===== src/rtl/mdu_pkg.sv =====
// Shared EX-stage decode constants: ALU/MDU funct codes, MDU FSM encoding and
// small decode helpers.
package mdu_pkg;

  localparam logic [5:0] ALU_SLL  = 6'b000000;
  localparam logic [5:0] ALU_SRL  = 6'b000010;
  localparam logic [5:0] ALU_SRA  = 6'b000011;
  localparam logic [5:0] ALU_ADD  = 6'b100000;
  localparam logic [5:0] ALU_ADDU = 6'b100001;
  localparam logic [5:0] ALU_SUB  = 6'b100010;
  localparam logic [5:0] ALU_SUBU = 6'b100011;
  localparam logic [5:0] ALU_AND  = 6'b100100;
  localparam logic [5:0] ALU_OR   = 6'b100101;
  localparam logic [5:0] ALU_XOR  = 6'b100110;
  localparam logic [5:0] ALU_NOR  = 6'b100111;
  localparam logic [5:0] ALU_SLT  = 6'b101010;
  localparam logic [5:0] ALU_SLTU = 6'b101011;

  localparam logic [5:0] MDU_MFHI  = 6'b010000;
  localparam logic [5:0] MDU_MTHI  = 6'b010001;
  localparam logic [5:0] MDU_MFLO  = 6'b010010;
  localparam logic [5:0] MDU_MTLO  = 6'b010011;
  localparam logic [5:0] MDU_MULT  = 6'b011000;
  localparam logic [5:0] MDU_MULTU = 6'b011001;
  localparam logic [5:0] MDU_DIV   = 6'b011010;
  localparam logic [5:0] MDU_DIVU  = 6'b011011;

  typedef enum logic [1:0] {
    ST_IDLE = 2'd0,
    ST_CALC = 2'd1,
    ST_FIX  = 2'd2
  } mdu_state_e;

  function automatic logic is_muldiv_op(input logic [5:0] funct);
    return (funct == MDU_MULT) || (funct == MDU_MULTU) ||
           (funct == MDU_DIV)  || (funct == MDU_DIVU);
  endfunction

  function automatic logic is_mdu_op(input logic [5:0] funct);
    return is_muldiv_op(funct) ||
           (funct == MDU_MFHI) || (funct == MDU_MTHI) ||
           (funct == MDU_MFLO) || (funct == MDU_MTLO);
  endfunction

endpackage


===== src/rtl/mdu_iter_core.sv =====
// One-bit-per-cycle magnitude datapath: radix-2 shift-add multiply or
// restoring divide sharing a single HI:LO shift register pair.
module mdu_iter_core #(
  parameter int BITS_SIZE = 32
) (
  input  logic                 i_clk,
  input  logic                 i_load,
  input  logic                 i_step,
  input  logic                 i_is_div,
  input  logic [BITS_SIZE-1:0] i_mag_a,
  input  logic [BITS_SIZE-1:0] i_mag_b,
  output logic [BITS_SIZE-1:0] o_hi,
  output logic [BITS_SIZE-1:0] o_lo
);

  logic [BITS_SIZE-1:0] r_hi;
  logic [BITS_SIZE-1:0] r_lo;
  logic [BITS_SIZE-1:0] r_b;

  logic [BITS_SIZE:0]   w_b_ext;
  logic [BITS_SIZE:0]   w_sum;
  logic [BITS_SIZE:0]   w_shl;
  logic [BITS_SIZE-1:0] w_diff;
  logic                 w_ge;

  // Multiply: r_lo holds the multiplier and collects product low bits.
  // Divide: r_hi is the partial remainder, r_lo shifts dividend out / quotient in.
  always_comb begin
    w_b_ext = {1'b0, r_b};
    w_sum   = {1'b0, r_hi} + (r_lo[0] ? w_b_ext : '0);
    w_shl   = {r_hi, r_lo[BITS_SIZE-1]};
    w_ge    = (w_shl >= w_b_ext);
    w_diff  = w_shl[BITS_SIZE-1:0] - r_b;
  end

  always_ff @(posedge i_clk) begin
    if (i_load) begin
      r_hi <= '0;
      r_lo <= i_mag_a;
      r_b  <= i_mag_b;
    end else if (i_step) begin
      if (i_is_div) begin
        r_hi <= w_ge ? w_diff : w_shl[BITS_SIZE-1:0];
        r_lo <= {r_lo[BITS_SIZE-2:0], w_ge};
      end else begin
        r_hi <= w_sum[BITS_SIZE:1];
        r_lo <= {w_sum[0], r_lo[BITS_SIZE-1:1]};
      end
    end
  end

  assign o_hi = r_hi;
  assign o_lo = r_lo;

endmodule


===== src/rtl/mdu_hilo.sv =====
// Iterative MULT/DIV unit with architectural HI/LO, MFHI/MFLO read mux and
// EX-stage stall generation.
module mdu_hilo
  import mdu_pkg::*;
#(
  parameter int BITS_SIZE = 32,
  parameter int BITS_OP   = 6,
  parameter int BITS_CNT  = 6
) (
  input  logic                 i_clk,
  input  logic                 i_rst_n,
  input  logic                 i_valid,
  input  logic [BITS_OP-1:0]   i_op,
  input  logic [BITS_SIZE-1:0] i_data_a,
  input  logic [BITS_SIZE-1:0] i_data_b,
  input  logic                 i_flush,
  output logic [BITS_SIZE-1:0] o_result,
  output logic                 o_busy,
  output logic                 o_stall,
  output logic                 o_done
);

  localparam logic [BITS_CNT-1:0] LAST_CNT = BITS_CNT'(BITS_SIZE - 1);

  mdu_state_e r_state;
  mdu_state_e w_state_nxt;

  logic [BITS_CNT-1:0]  r_cnt;
  logic [BITS_SIZE-1:0] r_hi;
  logic [BITS_SIZE-1:0] r_lo;
  logic [BITS_SIZE-1:0] r_a;
  logic                 r_done;
  logic                 r_is_div;
  logic                 r_signed;
  logic                 r_neg_a;
  logic                 r_neg_b;
  logic                 r_b_zero;

  logic                   w_is_muldiv;
  logic                   w_op_signed;
  logic                   w_op_div;
  logic                   w_start;
  logic                   w_step;
  logic                   w_commit;
  logic                   w_mt_ok;
  logic [BITS_SIZE-1:0]   w_mag_a;
  logic [BITS_SIZE-1:0]   w_mag_b;
  logic [BITS_SIZE-1:0]   w_core_hi;
  logic [BITS_SIZE-1:0]   w_core_lo;
  logic [2*BITS_SIZE-1:0] w_prod;
  logic [BITS_SIZE-1:0]   w_quo;
  logic [BITS_SIZE-1:0]   w_rem;
  logic [BITS_SIZE-1:0]   w_new_hi;
  logic [BITS_SIZE-1:0]   w_new_lo;

  assign w_is_muldiv = is_muldiv_op(i_op);
  assign w_op_signed = (i_op == MDU_MULT) || (i_op == MDU_DIV);
  assign w_op_div    = (i_op == MDU_DIV)  || (i_op == MDU_DIVU);
  assign w_mag_a     = (w_op_signed && i_data_a[BITS_SIZE-1]) ? -i_data_a : i_data_a;
  assign w_mag_b     = (w_op_signed && i_data_b[BITS_SIZE-1]) ? -i_data_b : i_data_b;
  assign w_mt_ok     = i_valid && !i_flush && (r_state == ST_IDLE);

  always_comb begin
    w_state_nxt = r_state;
    w_start     = 1'b0;
    w_step      = 1'b0;
    w_commit    = 1'b0;
    case (r_state)
      ST_IDLE: begin
        if (i_valid && !i_flush && w_is_muldiv) begin
          w_start     = 1'b1;
          w_state_nxt = ST_CALC;
        end
      end
      ST_CALC: begin
        if (i_flush) begin
          w_state_nxt = ST_IDLE;
        end else begin
          w_step = 1'b1;
          if (r_cnt == LAST_CNT) w_state_nxt = ST_FIX;
        end
      end
      ST_FIX: begin
        w_state_nxt = ST_IDLE;
        w_commit    = !i_flush;
      end
      default: w_state_nxt = ST_IDLE;
    endcase
  end

  always_ff @(posedge i_clk or negedge i_rst_n) begin
    if (!i_rst_n) begin
      r_state  <= ST_IDLE;
      r_cnt    <= '0;
      r_done   <= 1'b0;
      r_is_div <= 1'b0;
      r_signed <= 1'b0;
      r_neg_a  <= 1'b0;
      r_neg_b  <= 1'b0;
      r_b_zero <= 1'b0;
    end else begin
      r_state <= w_state_nxt;
      r_done  <= w_commit;
      if (w_start) begin
        r_cnt    <= '0;
        r_is_div <= w_op_div;
        r_signed <= w_op_signed;
        r_neg_a  <= w_op_signed && i_data_a[BITS_SIZE-1];
        r_neg_b  <= w_op_signed && i_data_b[BITS_SIZE-1];
        r_b_zero <= (i_data_b == '0);
      end else if (w_step) begin
        r_cnt <= r_cnt + 1'b1;
      end
    end
  end

  // Raw dividend is kept only for the divide-by-zero HI result.
  always_ff @(posedge i_clk) begin
    if (w_start) r_a <= i_data_a;
  end

  mdu_iter_core #(
    .BITS_SIZE (BITS_SIZE)
  ) u_core (
    .i_clk    (i_clk),
    .i_load   (w_start),
    .i_step   (w_step),
    .i_is_div (r_is_div),
    .i_mag_a  (w_mag_a),
    .i_mag_b  (w_mag_b),
    .o_hi     (w_core_hi),
    .o_lo     (w_core_lo)
  );

  // Sign fixup: product negated on sign mismatch; quotient likewise, remainder
  // follows the dividend. Divide-by-zero bypasses the fixup entirely.
  always_comb begin
    w_prod = {w_core_hi, w_core_lo};
    if (r_signed && (r_neg_a ^ r_neg_b)) w_prod = -w_prod;
    w_quo = (r_signed && (r_neg_a ^ r_neg_b)) ? -w_core_lo : w_core_lo;
    w_rem = (r_signed && r_neg_a) ? -w_core_hi : w_core_hi;
    if (!r_is_div) begin
      w_new_hi = w_prod[2*BITS_SIZE-1:BITS_SIZE];
      w_new_lo = w_prod[BITS_SIZE-1:0];
    end else if (r_b_zero) begin
      w_new_hi = r_a;
      w_new_lo = '1;
    end else begin
      w_new_hi = w_rem;
      w_new_lo = w_quo;
    end
  end

  always_ff @(posedge i_clk or negedge i_rst_n) begin
    if (!i_rst_n) begin
      r_hi <= '0;
      r_lo <= '0;
    end else if (w_commit) begin
      r_hi <= w_new_hi;
      r_lo <= w_new_lo;
    end else if (w_mt_ok) begin
      if (i_op == MDU_MTHI) r_hi <= i_data_a;
      if (i_op == MDU_MTLO) r_lo <= i_data_a;
    end
  end

  always_comb begin
    o_result = '0;
    if (i_valid && (i_op == MDU_MFHI)) o_result = r_hi;
    else if (i_valid && (i_op == MDU_MFLO)) o_result = r_lo;
  end

  assign o_busy  = (r_state != ST_IDLE);
  assign o_done  = r_done;
  assign o_stall = i_valid && o_busy && is_mdu_op(i_op);

endmodule


===== config.mk =====
export PLATFORM = sky130hd
export DESIGN_NAME = mdu_hilo
export DESIGN_NICKNAME = d
export VERILOG_FILES = /design/src/rtl/mdu_pkg.sv /design/src/rtl/mdu_iter_core.sv /design/src/rtl/mdu_hilo.sv
export SDC_FILE = /design/constraint.sdc
export NUM_CORES = 1
export LEC_CHECK = 0
export BUFFER_PORTS_ARGS = -buffer_cell sky130_fd_sc_hd__clkbuf_2
export CORE_MARGIN = 8
export CORE_UTILIZATION = 61
export CTS_CLUSTER_DIAMETER = 120
export DETAILED_ROUTE_END_ITERATION = 16
export PLACE_DENSITY = 0.9
export SYNTH_ARGS = -nofsm -noshare
export SYNTH_HDL_FRONTEND = slang
export SYNTH_SLANG_ARGS = --single-unit

===== constraint.sdc =====
create_clock -name i_clk -period 5.8 [get_ports i_clk]
set_input_delay 0.87 -clock i_clk [delete_from_list [all_inputs] [get_ports i_clk]]
set_output_delay 0.87 -clock i_clk [all_outputs]
set_load 0.02 [all_outputs]

==> out/results.ini, run 1 <==
[route]
antenna_left=0
drtIter0Drc=2208
drt-vias-per-instance=6.816
routedWlPerCell_um=22.24
num_vias=16430
drc=0
firstDrtPassIters=6
wirelength_um=53590

[timing]
hold-worst-slack_ns=0.1759
max-slew-margin-rel_pct=18.76
finalSetupViolations=0
tns_ns=0
min_period_ns=4.436
finalHoldViolations=0
rsz0062_at_grt=no
finClkSkew_ns=0.02224
fmax_mhz=225.4
worstMarginPinSlew_ns=1.219
maxSlewViolCount=0
fin_crit_sh_pct=76.49

[synthesis]
yosysMostFrequentCell=nor2_1
synth_top_cell_area_share_pct=17.26
yosys-top-cells-count=nor2_1 (230), a21oi_1 (200), nand2_1 (197)
synthesis.instances=2028
synth.area.top_cells=edfxtp_1 (17%), dfrtp_1 (12%), mux2i_1 (6.7%)
ys_dominant_reg_cell=edfxtp_1
yosysWarnings=0
synth_cell_types=86
async_reset_ff_share_pct=37.86
yosysSeqAreaShare_pct=32.78
ys_ff_latch=206
syn-num-nets=2173
yosysTopAreaCell=edfxtp_1
syn-cell-area_um2=16700
syn_area_per_cell_um2=8.235
synth_edf_count=96

[clock_network]
clk_latency_ns=0.53
cts.sinks=206
h-tree-depth=1
cts-buffers-inserted=24
clockRootBuffer=clkbuf_16
clkSlewWorstSetupHoldPaths_ns=0.07
cts_setup_buffers=0
tritoncts=built
clk_path_buf_depth=3
cts.repair.resized=0
ctsHoldBuffers=0

[worst_hold_path]
min_path_type=in -> async

[critical_path]
worstPathMaxFanout=33
arrival_ns=4.89
r2r_start=u_core.o_lo[0]
cp_num_buf_inv=2
r2r_end=r_hi[28]
critical_path_class=reg -> reg
endpoint_kind=flip-flop
worstPathCellList=inv_1 -> buf_4 -> ha_1 -> or4b_1 -> nor4_2 -> nand3_1 -> or2_1 -> nand2_2 -> o211ai_1 -> o21ai_1 -> o211ai_1 -> o21ai_1
crit_path_start_kind=flip-flop
r2r_slack_ns=1.36
ff2ff_path_depth=12
cpLargestDelayFamily=simple AND/OR/NAND/NOR gates
worstPathRequired_ns=6.25
cpMaxStageDelayCell=or2_1
critPathMaxStageDelay_ns=0.58

[die]
placementRows=60
dieArea_um2=32930
fp.coreArea_um2=26950
die_y_um=181.5
floorplan.initialDensity_pct=61.97
ioPinCount=109
die_x_um=181.5

[grt]
overflow=0
grt_max_degree=69
grt_usage_pct=31.27
grt_pass1_vias=16000
grt_first_pass_wirelength_um=84460
antenna_found_initial=0

[job]
maxCapViolCount=0

[placed_design]
gp_congestion=1.046
dp_hpwl_um=38940
io_buffers=108

[pwr]
peakVddDrop_mv=0.2506
p_leak_nw=7.430
finalPower_mw=5.463
power.density_nw_per_um2=301.0

[layout]
final_layout_size_suffix_gt1_share_pct=10.39
multi_input_area_um2=10480
nFillCells=2124
antenna_cells=0
area_growth_pct=8.675
ff_latch_area_um2=5479
fin_nets=2197
utilization_pct=67.34

[outcome]
outcome=completed

-- final cells by class --
| type | count | share of cell area, % |
|---|---|---|
| clock buffer | 34 | 3.916 |
| clock inverter | 9 | 0.4688 |
| inverter | 68 | 1.413 |
| multi-input combinational | 1621 | 57.72 |
| sequential | 206 | 30.19 |
| tap | 341 | 2.351 |
| timing repair buffer | 131 | 3.943 |
-- kinds of logic (layout without fill, tap and decap cells) --
group	Yosys count	in the layout	share of synthesized area, %
mux	117	117	7.050
simple gates	645	645	17.82
compound gates	615	615	23.26
fa+ha+maj	71	71	5.409
flops	206	206	32.78
xor+xnor	173	173	9.073
buf+inv	201	242	4.600
-- flip-flops by register name (all words and copies together), names as in the netlist --
name and flops:
u_core.r_b 32, o_done 1, r_is_div 1, u_core.o_lo 32, r_lo 32, u_core.o_hi 32
r_signed 1, r_hi 32, r_neg_b 1, r_a 32, r_state 2, r_neg_a 1
r_cnt 6, r_b_zero 1
-- metrics by stage --
stage	setup slack, ns	instance area, um2	cells
floorplan	1.915	16700	2028
global placement	1.799	17350	2367
detailed placement	1.718	17350	2367
CTS	1.641	18150	2410
global route	1.315	18150	2410
finish	1.364	18150	2410
-- power breakdown --
part           internal (mW)  switching [mW]
logic                  0.781            1.20
registers               1.66           0.282
clock network          0.900           0.637
total                   3.34            2.12
-- routing by layer --
metal	GRT usage [%]	up-vias	wire [um]
li1	-	7447	-
met1	40.28	7763	21310
met2	50.01	1007	24150
met3	6.647	209	5574
met4	13.97	0	2561
met5	0	-	0
-- how the worst max path moves through the flow --
stage                         startpoint  endpoint  slack (ns)  cells past startpoint
after global routing      u_core.o_lo[0]  r_hi[28]        1.31                     12
final                     u_core.o_lo[0]  r_hi[28]        1.36                     12
after CTS                 u_core.o_lo[0]  r_hi[28]        1.64                     12
after detailed placement  u_core.o_lo[0]  r_hi[28]        1.72                     12
after floorplan                  i_op[2]    r_a[0]        1.91                      5
after global placement    u_core.o_lo[0]  r_hi[28]        1.80                     12
-- worst register-to-register path: cells and delay by family (launching register included) --
| family | cells | cell delay (ns) |
|---|---|---|
| and+or+nand+nor | 5 | 2.38 |
| AOI/OAI and AO/OA | 4 | 0.66 |
| DFF | 1 | 0.56 |
| buffers and inverters | 2 | 0.47 |
| adders and majority gates | 1 | 0.29 |
-- placed cells by master, fill, tap and decap left out, types with 10 or more instances in the layout --
master / synthesis / layout
xor2_1: 99 / 99
nor4_1: 14 / 14
a21o_1: 28 / 28
o21ai_1: 37 / 37
or4_1: 10 / 10
nand3_1: 38 / 37
nand4_1: 18 / 18
o21a_1: 11 / 11
nor2_1: 230 / 228
inv_1: 68 / 67
o211ai_1: 25 / 25
o21ai_0: 109 / 109
nor2b_1: 13 / 13
and3_1: 14 / 14
dfxtp_1: 32 / 32
xnor2_1: 74 / 74
dfrtp_1: 78 / 77
nand2_1: 197 / 197
a211oi_1: 26 / 26
clkbuf_2: 0 / 107
nor3_1: 35 / 35
ha_1: 69 / 69
or3_1: 13 / 13
clkbuf_16: 0 / 26
nand2b_1: 10 / 10
o41ai_1: 10 / 10
a21oi_1: 200 / 199
o21bai_1: 12 / 12
and2_1: 15 / 15
mux2i_1: 112 / 112
buf_4: 0 / 24
edfxtp_1: 96 / 96
a32oi_1: 31 / 31
a31oi_1: 20 / 20
o31ai_1: 24 / 24
Power figures use the tool's default switching activity.
==> inputs of run 2 (changes only) <==
- clock period: 5.8 -> 4.4 ns (I/O delays scaled with it)
==> out/results.ini, run 2 (synthesized netlist as in run 1, its figures left out) <==
[outcome]
outcome=completed  ; unchanged

[timing]
maxSlewViolCount=0  ; unchanged
min_period_ns=3.742  ; was 4.436 ns
finClkSkew_ns=0.01374  ; was 0.02224 ns
hold-worst-slack_ns=0.2932  ; was 0.1759 ns
finalSetupViolations=0  ; unchanged
tns_ns=0  ; unchanged
rsz0062_at_grt=no  ; unchanged
max-slew-margin-rel_pct=28.01  ; was 18.76%
worstMarginPinSlew_ns=1.080  ; was 1.219 ns
fmax_mhz=267.2  ; was 225.4 MHz
finalHoldViolations=0  ; unchanged
fin_crit_sh_pct=85.06  ; was 76.49%

[worst_hold_path]
min_path_type=in -> async  ; unchanged

[pwr]
clkPwrFrac_pct=29.3  ; was 28.1%
combPwrFrac_pct=36.4  ; was 36.3%
sw_frac_of_total_pct=38.27  ; was 38.86%
p_seq_share_pct=34.3  ; was 35.5%
p_int_mw=4.534  ; was 3.340 mW
p_leak_nw=7.556  ; was 7.430 nW
power.density_nw_per_um2=399.8  ; was 301.0 nW/um2
p_switching_mw=2.811  ; was 2.123 mW
peakVddDrop_mv=0.3817  ; was 0.2506 mV

[route]
drt-vias-per-instance=6.717  ; was 6.816
antenna_left=0  ; unchanged
drc=0  ; unchanged
routedWlPerCell_um=21.82  ; was 22.24 um
num_vias=16340  ; was 16.43k
wirelength_um=53090  ; was 53590 um
firstDrtPassIters=6  ; unchanged
drtIter0Drc=2070  ; was 2208

[grt]
grt_pass1_vias=15730  ; was 16.00k
grt_usage_pct=31.05  ; was 31.27%
overflow=0  ; unchanged
grt_first_pass_wirelength_um=83850  ; was 84460 um
antenna_found_initial=0  ; unchanged
grt_max_degree=79  ; was 69

[clock_network]
h-tree-depth=1  ; unchanged
ctsHoldBuffers=0  ; unchanged
clkSlewWorstSetupHoldPaths_ns=0.06  ; was 0.07 ns
clk_path_buf_depth=3  ; unchanged
tritoncts=built  ; unchanged
clk_latency_ns=0.53  ; about the same
cts.sinks=206  ; unchanged
cts.repair.resized=0  ; unchanged
clockRootBuffer=clkbuf_16  ; unchanged
cts-buffers-inserted=25  ; was 24
cts_setup_buffers=0  ; unchanged

[placed_design]
io_buffers=108  ; unchanged
gp_congestion=1.029  ; was 1.046
place_area_um2=17520  ; was 17350 um2
dp_hpwl_um=38420  ; was 38940 um

[layout]
final_layout_size_suffix_gt1_share_pct=11.33  ; was 10.39%
area_growth_pct=10.00  ; was 8.675%
final_cell_mix=nor2_1 (228), a21oi_1 (199), nand2_1 (197)  ; unchanged
nFillCells=2110  ; was 2124
post-route-cell-area_um2=18370  ; was 18150 um2
final_common_cell=nor2_1  ; unchanged
ff_latch_area_um2=5479  ; unchanged
fin_nets=2217  ; was 2197
utilization_pct=68.17  ; was 67.34%
multi_input_area_um2=10480  ; unchanged

[critical_path]
arrival_ns=4.18  ; was 4.89 ns
critical_path_class=reg -> reg  ; unchanged
r2r_end=u_core.o_hi[30]  ; was r_hi[28]
ff2ff_path_depth=13  ; was 12
r2r_slack_ns=0.66  ; was 1.36 ns
endpoint_kind=flip-flop  ; unchanged
worstPathMaxFanout=32  ; was 33
crit_path_start_kind=flip-flop  ; unchanged
worstPathRequired_ns=4.84  ; was 6.25 ns
r2r_start=u_core.o_lo[0]  ; unchanged

[die]
floorplan.initialDensity_pct=61.97  ; unchanged
die_y_um=181.5  ; unchanged
ioPinCount=109  ; unchanged
die_x_um=181.5  ; unchanged
dieArea_um2=32930  ; unchanged
fp.coreArea_um2=26950  ; unchanged
placementRows=60  ; unchanged

[job]
maxCapViolCount=0  ; unchanged

[run 2: changes by cell type in the layout (fill, tap and decap cells not counted), sizes merged]
cell,before,now
bufinv,1,3
buf,24,43
diode,0,1
inv,68,69
clkbuf,141,138
clkinv,6,9
[run 2: worst max path at each step]
stage / startpoint / endpoint / slack, ns / cells past startpoint
after floorplan: r_state[0] / r_a[0] / 0.70 / 5
after global placement: u_core.o_lo[0] / u_core.o_hi[30] / 0.87 / 13
after detailed placement: u_core.o_lo[0] / u_core.o_hi[30] / 0.78 / 13
after CTS: u_core.o_lo[0] / u_core.o_hi[30] / 0.74 / 13
after global routing: u_core.o_lo[0] / u_core.o_hi[30] / 0.45 / 13
final: u_core.o_lo[0] / u_core.o_hi[30] / 0.66 / 13
[run 2: through the flow]
stage	setup slack, ns	power (mW)	std cells
after floorplan	0.7020	4.377	2028
after global placement	0.8724	5.071	2386
after detailed placement	0.7763	5.119	2386
after CTS	0.7448	7.273	2432
after global routing	0.4503	7.677	2432
final	0.6575	7.344	2433
[run 2: worst max-delay path, stage by stage, from the launching register on]
cell	delay (ns)
edfxtp_1	0.47
inv_1	0.11
buf_4	0.34
nor2_1	0.14
ha_1	0.31
a211oi_1	0.25
nor2_1	0.13
o311ai_1	0.58
a211oi_1	0.24
o21bai_1	0.34
o31a_1	0.23
o21ai_0	0.11
xnor2_1	0.14
a211oi_1	0.24
[run 2: power by group through the flow]
stage / Sequential [mW] / Combinational [mW] / Clock (mW)
floorplan: 2.36 / 2.02 / 0
global placement: 2.53 / 2.54 / 0
detailed placement: 2.54 / 2.58 / 0
CTS: 2.50 / 2.61 / 2.16
global route: 2.53 / 2.91 / 2.23
finish: 2.52 / 2.67 / 2.15
[run 2: per-layer routing]
layer  wire [um]  track usage [%]
met2       24250            49.69
met5           0                0
met3        5650            5.509
met4        2144            12.69
met1       21050            41.08
[run 2: area by class of cell]
cell class | instances | share of cell area (%)
inverters | 68 | 1.396
multi-input cells | 1621 | 57.03
well taps | 341 | 2.322
diodes | 1 | 0.01362
clock inverters | 15 | 0.9126
repair buffers | 150 | 4.808
flip-flops and latches | 206 | 29.82
clock buffers | 31 | 3.698
==> inputs of run 3 (changes only) <==
- CORE_UTILIZATION: 61 -> 45
- GPL_TIMING_DRIVEN: not set -> 0
- PLACE_DENSITY: 0.9 -> 0.72
==> out/results.ini, run 3 (synthesized netlist as in run 1, its figures left out) <==
[outcome]
outcome=completed  ; unchanged

[critical_path]
critPathMaxStageDelay_ns=0.89  ; was 0.58 ns
endpoint_kind=flip-flop  ; unchanged
critical_path_class=reg -> reg  ; unchanged
crit_path_start_kind=flip-flop  ; unchanged
cpLargestDelayFamily=simple AND/OR/NAND/NOR gates  ; was compound AO/OA/AOI/OAI gates
cp_num_buf_inv=3  ; was 2
worstPathCellList=inv_1 -> ha_1 -> nand4_1 -> nor4b_1 -> a211oi_4 -> and2_1 -> clkbuf_1 -> buf_2 -> nor2_2 -> o21ai_0 -> a21oi_1  ; was inv_1 -> buf_4 -> nor2_1 -> ha_1 -> a211oi_1 -> nor2_1 -> o311ai_1 -> a211oi_1 -> o21bai_1 -> o31a_1 -> o21ai_0 -> xnor2_1 -> a211oi_1
r2r_slack_ns=0.12  ; was 0.66 ns
worstPathRequired_ns=4.88  ; was 4.84 ns
worstPathMaxFanout=10  ; was 32
cpMaxStageDelayCell=nor4b_1  ; was o311ai_1
arrival_ns=4.76  ; was 4.18 ns

[timing]
finalHoldViolations=0  ; unchanged
maxSlewViolCount=0  ; unchanged
max-slew-margin-rel_pct=29.61  ; was 28.01%
hold-worst-slack_ns=0.3065  ; was 0.2932 ns
min_period_ns=4.284  ; was 3.742 ns
fmax_mhz=233.4  ; was 267.2 MHz
worst_slack_ns=0.1156  ; was 0.6575 ns
worstMarginPinSlew_ns=1.056  ; was 1.080 ns
fin_crit_sh_pct=97.37  ; was 85.06%
finClkSkew_ns=0.01921  ; was 0.01374 ns
rsz0062_at_grt=no  ; unchanged
finalSetupViolations=0  ; unchanged

[pwr]
p_int_mw=4.485  ; was 4.534 mW
sw_frac_of_total_pct=40.07  ; was 38.27%
p_leak_nw=7.567  ; was 7.556 nW
p_seq_share_pct=32.7  ; was 34.3%
peakVddDrop_mv=0.3130  ; was 0.3817 mV
p_switching_mw=2.999  ; was 2.811 mW
combPwrFrac_pct=39.1  ; was 36.4%
power.density_nw_per_um2=398.8  ; was 399.8 nW/um2
clkPwrFrac_pct=28.2  ; was 29.3%

[route]
antenna_left=0  ; unchanged
drtIter0Drc=1929  ; was 2070
drt-vias-per-instance=6.332  ; was 6.717
wirelength_um=62200  ; was 53090 um
routedWlPerCell_um=23.45  ; was 21.82 um
num_vias=16790  ; was 16.34k
firstDrtPassIters=8  ; was 6
drc=0  ; unchanged

[grt]
overflow=0  ; unchanged
grt_max_degree=63  ; was 79
grt_first_pass_wirelength_um=94380  ; was 83850 um
grt_pass1_vias=16140  ; was 15.73k
antenna_found_initial=1  ; was 0
grt_usage_pct=27.39  ; was 31.05%

[clock_network]
cts.sinks=206  ; unchanged
h-tree-depth=1  ; unchanged
cts-buffers-inserted=25  ; unchanged
clk_latency_ns=0.56  ; was 0.53 ns
clkSlewWorstSetupHoldPaths_ns=0.06  ; about the same
clk_path_buf_depth=3  ; unchanged
tritoncts=built  ; unchanged
clockRootBuffer=clkbuf_16  ; unchanged

[job]
maxCapViolCount=0  ; unchanged

[layout]
area_growth_pct=12.38  ; was 10.00%
final_common_cell=nor2_1  ; unchanged
utilization_pct=51.26  ; was 68.17%
fin_nets=2311  ; was 2217
final_layout_size_suffix_gt1_share_pct=9.432  ; was 11.33%
post-route-cell-area_um2=18770  ; was 18370 um2
antenna_cells=0  ; was 1
final_cell_mix=nor2_1 (229), a21oi_1 (200), nand2_1 (197)  ; was nor2_1 (228), a21oi_1 (199), nand2_1 (197)

[die]
die_y_um=208.7  ; was 181.5 um
placementRows=70  ; was 60
fp.coreArea_um2=36610  ; was 26950 um2
ioPinCount=109  ; unchanged
dieArea_um2=43530  ; was 32930 um2
die_x_um=208.7  ; was 181.5 um
floorplan.initialDensity_pct=45.62  ; was 61.97%

[placed_design]
io_buffers=107  ; was 108
pre_cts_slack_ns=-0.2167  ; was 0.7763 ns
dp_hpwl_um=48380  ; was 38420 um
gp_congestion=0.9792  ; was 1.029
place_area_um2=17870  ; was 17520 um2

[worst_hold_path]
min_path_type=in -> reg  ; was in -> async

[run 3: repair_timing]
action	in CTS	in global routing
hold buffers	1	0
setup buffers	0	0
endpoints found under the hold margin	11	0
resized for setup	1	6
endpoints found under the setup margin	15	13
[run 3: path summary, 6_finish.rpt]
check | cells past startpoint | to | from
min in group asynchronous | 2 | r_lo[7] | i_rst_n
max | 11 | u_core.o_hi[24] | u_core.o_lo[31]
min reg2reg | 1 | r_state[1] | r_cnt[5]
max reg2reg | 11 | u_core.o_hi[24] | u_core.o_lo[31]
max in group asynchronous | 3 | r_cnt[4] | i_rst_n
min | 1 | r_a[2] | i_data_a[2]
[run 3: cell type report]
cell class / instances / area (um2)
fillers: 3534 / 17840
multi-input cells: 1621 / 10490
flip-flops and latches: 206 / 5475
clock buffers: 29 / 650.6
repair buffers: 111 / 623.1
well taps: 468 / 585.6
plain buffers: 133 / 515.5
inverters: 68 / 259.0
clock inverters: 16 / 168.9
[run 3: power by group through the flow]
stage / clock network (mW) / registers (mW) / logic, mW
2_1_floorplan: 0 / 2.36 / 2.02
6_report: 2.11 / 2.45 / 2.92
4_1_cts: 2.13 / 2.44 / 2.83
5_1_grt: 2.21 / 2.46 / 3.17
3_3_place_gp: 0 / 2.47 / 2.77
3_5_place_dp: 0 / 2.47 / 2.81
[run 3: layer usage]
metal  global-route usage, %  share of wire (%)  vias to the layer above
met5                       0                  0                        -
met4                   8.676                3.4                        0
met3                   4.265                9.5                      133
met2                   43.11                 44                      888
met1                   38.23                 43                     8108
li1                        -                  -                     7664
[run 3: per-stage QoR]
stage	TNS [ns]	power, mW	instances
6_report	0	7.485	2652
3_3_place_gp	-46.85	5.239	2603
3_5_place_dp	-1.408	5.283	2605
2_1_floorplan	0	4.377	2028
5_1_grt	0	7.834	2652
4_1_cts	0	7.394	2651
